<file path="src/rtl/uart_rx_param.sv">
`timescale 1ns / 1ps
// uart_rx_param
//   Parametrised asynchronous serial receiver. The line is synchronised,
//   a falling edge starts a frame, and every bit is sampled mid-bit using
//   a baud down-counter. Data arrives LSB first, optionally followed by a
//   parity bit, then one or two stop bits. A completed frame is always
//   delivered on cmd with rdy=1, together with that frame's error flags.
//
// Ports
//   clk        system clock
//   rst_n      asynchronous active-low reset
//   RX         serial line, idle high, asynchronous to clk
//   clr_rdy    synchronous clear of rdy and all error flags
//   rdy        a received word is valid on cmd
//   cmd        last received data word
//   frame_err  a stop-bit sample of the last frame was 0
//   parity_err parity mismatch on the last frame (0 when PARITY_EN=0)
//   overrun    a frame completed while rdy was still 1
module uart_rx_param #(
  parameter int BAUD_DIV   = 2604,
  parameter int DATA_BITS  = 8,
  parameter int PARITY_EN  = 0,
  parameter int PARITY_ODD = 0,
  parameter int STOP_BITS  = 1
) (
  input  logic                 clk,
  input  logic                 rst_n,
  input  logic                 RX,
  input  logic                 clr_rdy,
  output logic                 rdy,
  output logic [DATA_BITS-1:0] cmd,
  output logic                 frame_err,
  output logic                 parity_err,
  output logic                 overrun
);

  localparam int CW = $clog2(BAUD_DIV);
  localparam int BW = $clog2(DATA_BITS + 2);

  localparam logic [CW-1:0] HALF      = CW'(BAUD_DIV / 2);
  localparam logic [CW-1:0] FULL      = CW'(BAUD_DIV - 1);
  localparam logic [BW-1:0] LAST_DATA = BW'(DATA_BITS - 1);
  localparam logic [BW-1:0] LAST_STOP = BW'(STOP_BITS - 1);

  typedef enum logic [2:0] {IDLE, START, DATA, PARITY, STOP} state_t;

  state_t               state, state_nxt;
  logic                 rx_meta, rx_sync, rx_prev;
  logic [CW-1:0]        baud_cnt, cnt_nxt;
  logic [BW-1:0]        bit_cnt, bit_nxt;
  logic [DATA_BITS-1:0] shift, shift_nxt;
  logic                 par_bit, par_nxt;
  logic                 stop_bad, bad_nxt;
  logic                 done, par_bad;
  logic                 fall, tick;

  assign fall = rx_prev & ~rx_sync;
  assign tick = (baud_cnt == '0);

  // NOTE: the synchroniser and edge-detect flops reset to 1 (the idle line
  // level) so that leaving reset never looks like a start edge.
  // NOTE: all state updates use non-blocking assignments so every flop
  // samples pre-edge values, independent of statement order.
  always_ff @(posedge clk or negedge rst_n) begin
    if (!rst_n) begin
      rx_meta  <= 1'b1;
      rx_sync  <= 1'b1;
      rx_prev  <= 1'b1;
      state    <= IDLE;
      baud_cnt <= '0;
      bit_cnt  <= '0;
      shift    <= '0;
      par_bit  <= 1'b0;
      stop_bad <= 1'b0;
    end else begin
      rx_meta  <= RX;
      rx_sync  <= rx_meta;
      rx_prev  <= rx_sync;
      state    <= state_nxt;
      baud_cnt <= cnt_nxt;
      bit_cnt  <= bit_nxt;
      shift    <= shift_nxt;
      par_bit  <= par_nxt;
      stop_bad <= bad_nxt;
    end
  end

  // NOTE: every signal driven here gets a default first, so no path can
  // leave a value unassigned and infer a latch.
  always_comb begin
    state_nxt = state;
    cnt_nxt   = baud_cnt;
    bit_nxt   = bit_cnt;
    shift_nxt = shift;
    par_nxt   = par_bit;
    bad_nxt   = stop_bad;
    done      = 1'b0;

    if (state != IDLE && !tick) cnt_nxt = baud_cnt - CW'(1);

    case (state)
      IDLE: begin
        if (fall) begin
          state_nxt = START;
          cnt_nxt   = HALF;
          bit_nxt   = '0;
          bad_nxt   = 1'b0;
        end
      end
      START: begin
        if (tick) begin
          // A line back high at mid start bit was a glitch: drop silently.
          if (rx_sync) begin
            state_nxt = IDLE;
          end else begin
            state_nxt = DATA;
            cnt_nxt   = FULL;
          end
        end
      end
      DATA: begin
        if (tick) begin
          shift_nxt = {rx_sync, shift[DATA_BITS-1:1]};
          cnt_nxt   = FULL;
          if (bit_cnt == LAST_DATA) begin
            bit_nxt   = '0;
            state_nxt = (PARITY_EN != 0) ? PARITY : STOP;
          end else begin
            bit_nxt = bit_cnt + BW'(1);
          end
        end
      end
      PARITY: begin
        if (tick) begin
          par_nxt   = rx_sync;
          cnt_nxt   = FULL;
          state_nxt = STOP;
        end
      end
      STOP: begin
        if (tick) begin
          if (!rx_sync) bad_nxt = 1'b1;
          if (bit_cnt == LAST_STOP) begin
            // Back to IDLE at mid stop bit so a frame that follows with
            // no idle gap still has its start edge seen.
            done      = 1'b1;
            state_nxt = IDLE;
            bit_nxt   = '0;
            cnt_nxt   = '0;
          end else begin
            bit_nxt = bit_cnt + BW'(1);
            cnt_nxt = FULL;
          end
        end
      end
      default: state_nxt = IDLE;
    endcase
  end

  assign par_bad = (PARITY_EN != 0) && ((^shift ^ par_bit) != 1'(PARITY_ODD));

  // Completion has priority over clr_rdy in the same cycle.
  always_ff @(posedge clk or negedge rst_n) begin
    if (!rst_n) begin
      rdy        <= 1'b0;
      cmd        <= '0;
      frame_err  <= 1'b0;
      parity_err <= 1'b0;
      overrun    <= 1'b0;
    end else if (done) begin
      rdy        <= 1'b1;
      cmd        <= shift;
      frame_err  <= bad_nxt;
      parity_err <= par_bad;
      overrun    <= ~clr_rdy & (overrun | rdy);
    end else if (clr_rdy) begin
      rdy        <= 1'b0;
      frame_err  <= 1'b0;
      parity_err <= 1'b0;
      overrun    <= 1'b0;
    end
  end

endmodule

</file>
<file path="config.mk">
export PLATFORM = sky130hd
export DESIGN_NAME = uart_rx_param
export DESIGN_NICKNAME = d
export VERILOG_FILES = /design/src/rtl/uart_rx_param.sv
export SDC_FILE = /design/constraint.sdc
export NUM_CORES = 1
export LEC_CHECK = 0
export BUFFER_PORTS_ARGS = -buffer_cell sky130_fd_sc_hd__buf_2
export CAP_MARGIN = 0
export CORE_MARGIN = 4
export CORE_UTILIZATION = 40
export CTS_CLUSTER_SIZE = 12
export DETAILED_ROUTE_END_ITERATION = 8
export PLACE_DENSITY = 0.68
export SLEW_MARGIN = 30
export SYNTH_ARGS = -nofsm -noshare
export SYNTH_HDL_FRONTEND = slang
export SYNTH_SLANG_ARGS = --single-unit
</file>
<file path="constraint.sdc">
create_clock -name clk -period 2.25 [get_ports clk]
set_input_delay 0.1125 -clock clk [delete_from_list [all_inputs] [get_ports clk]]
set_output_delay 0.1125 -clock clk [all_outputs]
set_load 0.005 [all_outputs]
</file>
==> out/results.txt <==
Peak VDD IR - 0.429 mV
Worst clock skew - 0.00850 ns
Max Buffers Root-to-Sink - 2
DRC violations left - 0
CP top delay family - simple AND/OR/NAND/NOR gates
Met1 Wirelength - 2.25 mm
Initial Util - 42.5%
Die H - 82.8 µm
Max layer used - met4
Worst-path fanout max - 18
Final Instance Area - 2540 µm²
Hold buffers post-CTS - 3
Lkg Pwr - 1.15 nW
Layout cells sized above 1 - 28.2%
Status - completed
Via density - 5.64
Proportion of netlist area held by the largest area contributor - 43.6%
Initial antenna violation count - 0
Vias in the first global route - 1632
Ys Warns - 0
CTS tree - done
Total Power - 2.08 mW
Die area - 6860 µm²
Final layout net count - 234
Filler cells - 507
Met2 wire length - 2.13 mm
Num ports - 16
Slew Limit Fails - 0
DR WL met3 - 213 µm
Max incr delay on CP - 0.45 ns
Top FF cell, synth - dfrtp_1
Critical path depth - 7
HPWL after DPL - 3.20 mm
Clock sinks - 42
Final Cycle Share - 93.6%
Die Width - 82.8 µm
Post-CTS setup buffers - 0
Reg-to-Reg Start - baud_cnt[0]$_DFF_PN0_
Fmax - 0.475 GHz
Mean Syn Cell Area - 11.1 µm²
Pwr Density - 818 nW/µm²
Max-slew headroom - 45.1%
Clk_lat worst skew - 0.30 ns
CP Launch Type - flip-flop
Post-synthesis instance total - 202
Layout Cells excl Fill - 297
EDFF count, synth - 0
Detailed Route WL - 4.64 mm
CORE AREA - 5270 µm²
Synth Register Bits - 42
Critical-path top delay cell - dfrtp_1
RSZ-0062 raised after global routing - no
Clock buffer count from CTS - 5
# rows - 26
Cell variety after synth - 56
Arr. time, crit path - 2.29 ns
Req. time, crit path - 2.44 ns
Syn Nets - 210
Final ANT Viol Nets - 0
DRT Pass-1 Iters - 4
Port Buf Inserts - 14
Grt total ovfl - 0
Worst r2r path cells - 7
Crit-path cells - inv_1, ha_1, nor2b_1, and4b_4, buf_4, nand3_4, mux2_2
Max-Cap Viols - 0
Setup-failing EPs final - 0
Via Count - 1675
Hold Violations, Final - 0
FF/Latch Area - 1050 µm²
Clock root cell - clkbuf_8
Placed cell area - 2410 µm²
Largest cells by area after synthesis - dfrtp_1, mux2_2, dfstp_2
Synth-to-Final Area Change - 13.4%
CP bufs+invs - 2
Crit path capture type - flip-flop
Area of the multi-input gates - 1100 µm²
Asr flop ratio synth - 100%
Total track usage - 14.5%
CTS H-tree depth - 2
Setup TNS - 0 ns
# diodes - 0
Worst min-delay path class - in2async
Clock-pin slew on the worst setup and hold paths - 0.09 ns
Routability Congestion - 0.835
WL per Instance - 15.6 µm
Register-to-register setup slack - 0.14 ns
Largest area contributor in the netlist - dfrtp_1
Pin count of the biggest net entering global routing - 43
Initial drt markers - 138
Sequential-to-total area share from yosys stat - 47.1%
Most common cell in the netlist - dfrtp_1
First-pass GRT wire length - 8.20 mm
FF-to-FF End - frame_err$_DFFE_PN0P_
CTS resizes - 0
Cell Area, Synth - 2240 µm²
Worst setup path class - reg2reg
Synth top cells by count - dfrtp_1, mux2_2, o21ai_0
Worst-Margin Slew - 0.817 ns
Cells after DPL - 286
Tmin final - 2.11 ns
-- metrics by stage --
stage          utilization, %  setup WS, ns  hold slack (ns)
2_1_floorplan               -         0.385           -0.183
3_3_place_gp             45.7         0.212            0.218
3_5_place_dp             45.7         0.153            0.220
4_1_cts                  48.1         0.146            0.360
5_1_grt                  48.2        0.0220            0.365
6_report                 48.2         0.143            0.320
-- sequential cells by signal, summed over array words and instances (netlist names) --
name / count
overrun: 1
baud_cnt: 12
rdy: 1
stop_bad: 1
bit_cnt: 4
frame_err: 1
rx_meta: 1
cmd: 8
rx_sync: 1
rx_prev: 1
shift: 8
state: 3
-- final cells by class --
type | count | share of cell area (%)
Sequential cell | 42 | 41.5
Tap cell | 70 | 3.45
Inverter | 8 | 1.18
Timing Repair Buffer | 26 | 6.70
Multi-Input combinational cell | 143 | 43.3
Clock inverter | 3 | 1.13
Clock buffer | 5 | 2.71
-- worst max path at each step --
| stage | start | end |
|---|---|---|
| global route | baud_cnt[0]$_DFF_PN0_ | cmd[3]$_DFFE_PN0P_ |
| CTS | baud_cnt[0]$_DFF_PN0_ | cmd[3]$_DFFE_PN0P_ |
| global placement | baud_cnt[0]$_DFF_PN0_ | cmd[0]$_DFFE_PN0P_ |
| finish | baud_cnt[0]$_DFF_PN0_ | frame_err$_DFFE_PN0P_ |
| floorplan | baud_cnt[0]$_DFF_PN0_ | cmd[0]$_DFFE_PN0P_ |
| detailed placement | baud_cnt[0]$_DFF_PN0_ | cmd[3]$_DFFE_PN0P_ |
-- where the power goes --
part	internal, mW	total [mW]	switching (mW)	leakage [nW]
clock	0.232	0.526	0.294	0.0506
combinational	0.241	0.527	0.286	0.549
sequential	0.854	1.02	0.169	0.548
total	1.33	2.08	0.749	1.15
-- cells in the final DEF, fill, tap and decap left out, types with 3 or more instances in the layout --
cell,n
a211oi_1,3
a21oi_1,7
a31oi_1,4
and3_1,3
buf_2,13
buf_4,10
clkbuf_8,5
dfrtp_1,39
dfstp_2,3
dlygate4sd3_1,3
ha_1,4
inv_1,8
mux2_2,18
mux2i_1,3
nand2_1,4
nand2b_1,5
nand3_1,10
nor2_1,11
nor2b_1,4
nor3_1,3
o21ai_0,12
or4_1,5
-- cells by family after synthesis --
kind of cell	synth area share [%]
adder cells (fa/ha/maj)	2.23
AND/OR/NAND/NOR	20.7
AO/OA/AOI/OAI	15.2
other	0.167
multiplexers	10.4
buffers and inverters	3.85
XOR/XNOR	0.391
flip-flops	47.1
-- routing by layer --
| layer | GRT usage (%) | vias up |
|---|---|---|
| li1 | - | 810 |
| met1 | 21.1 | 821 |
| met2 | 21.3 | 40 |
| met3 | 3.37 | 4 |
| met4 | 4.90 | 0 |
| met5 | 0 | - |
No activity file was read; power rests on OpenSTA's default activity.
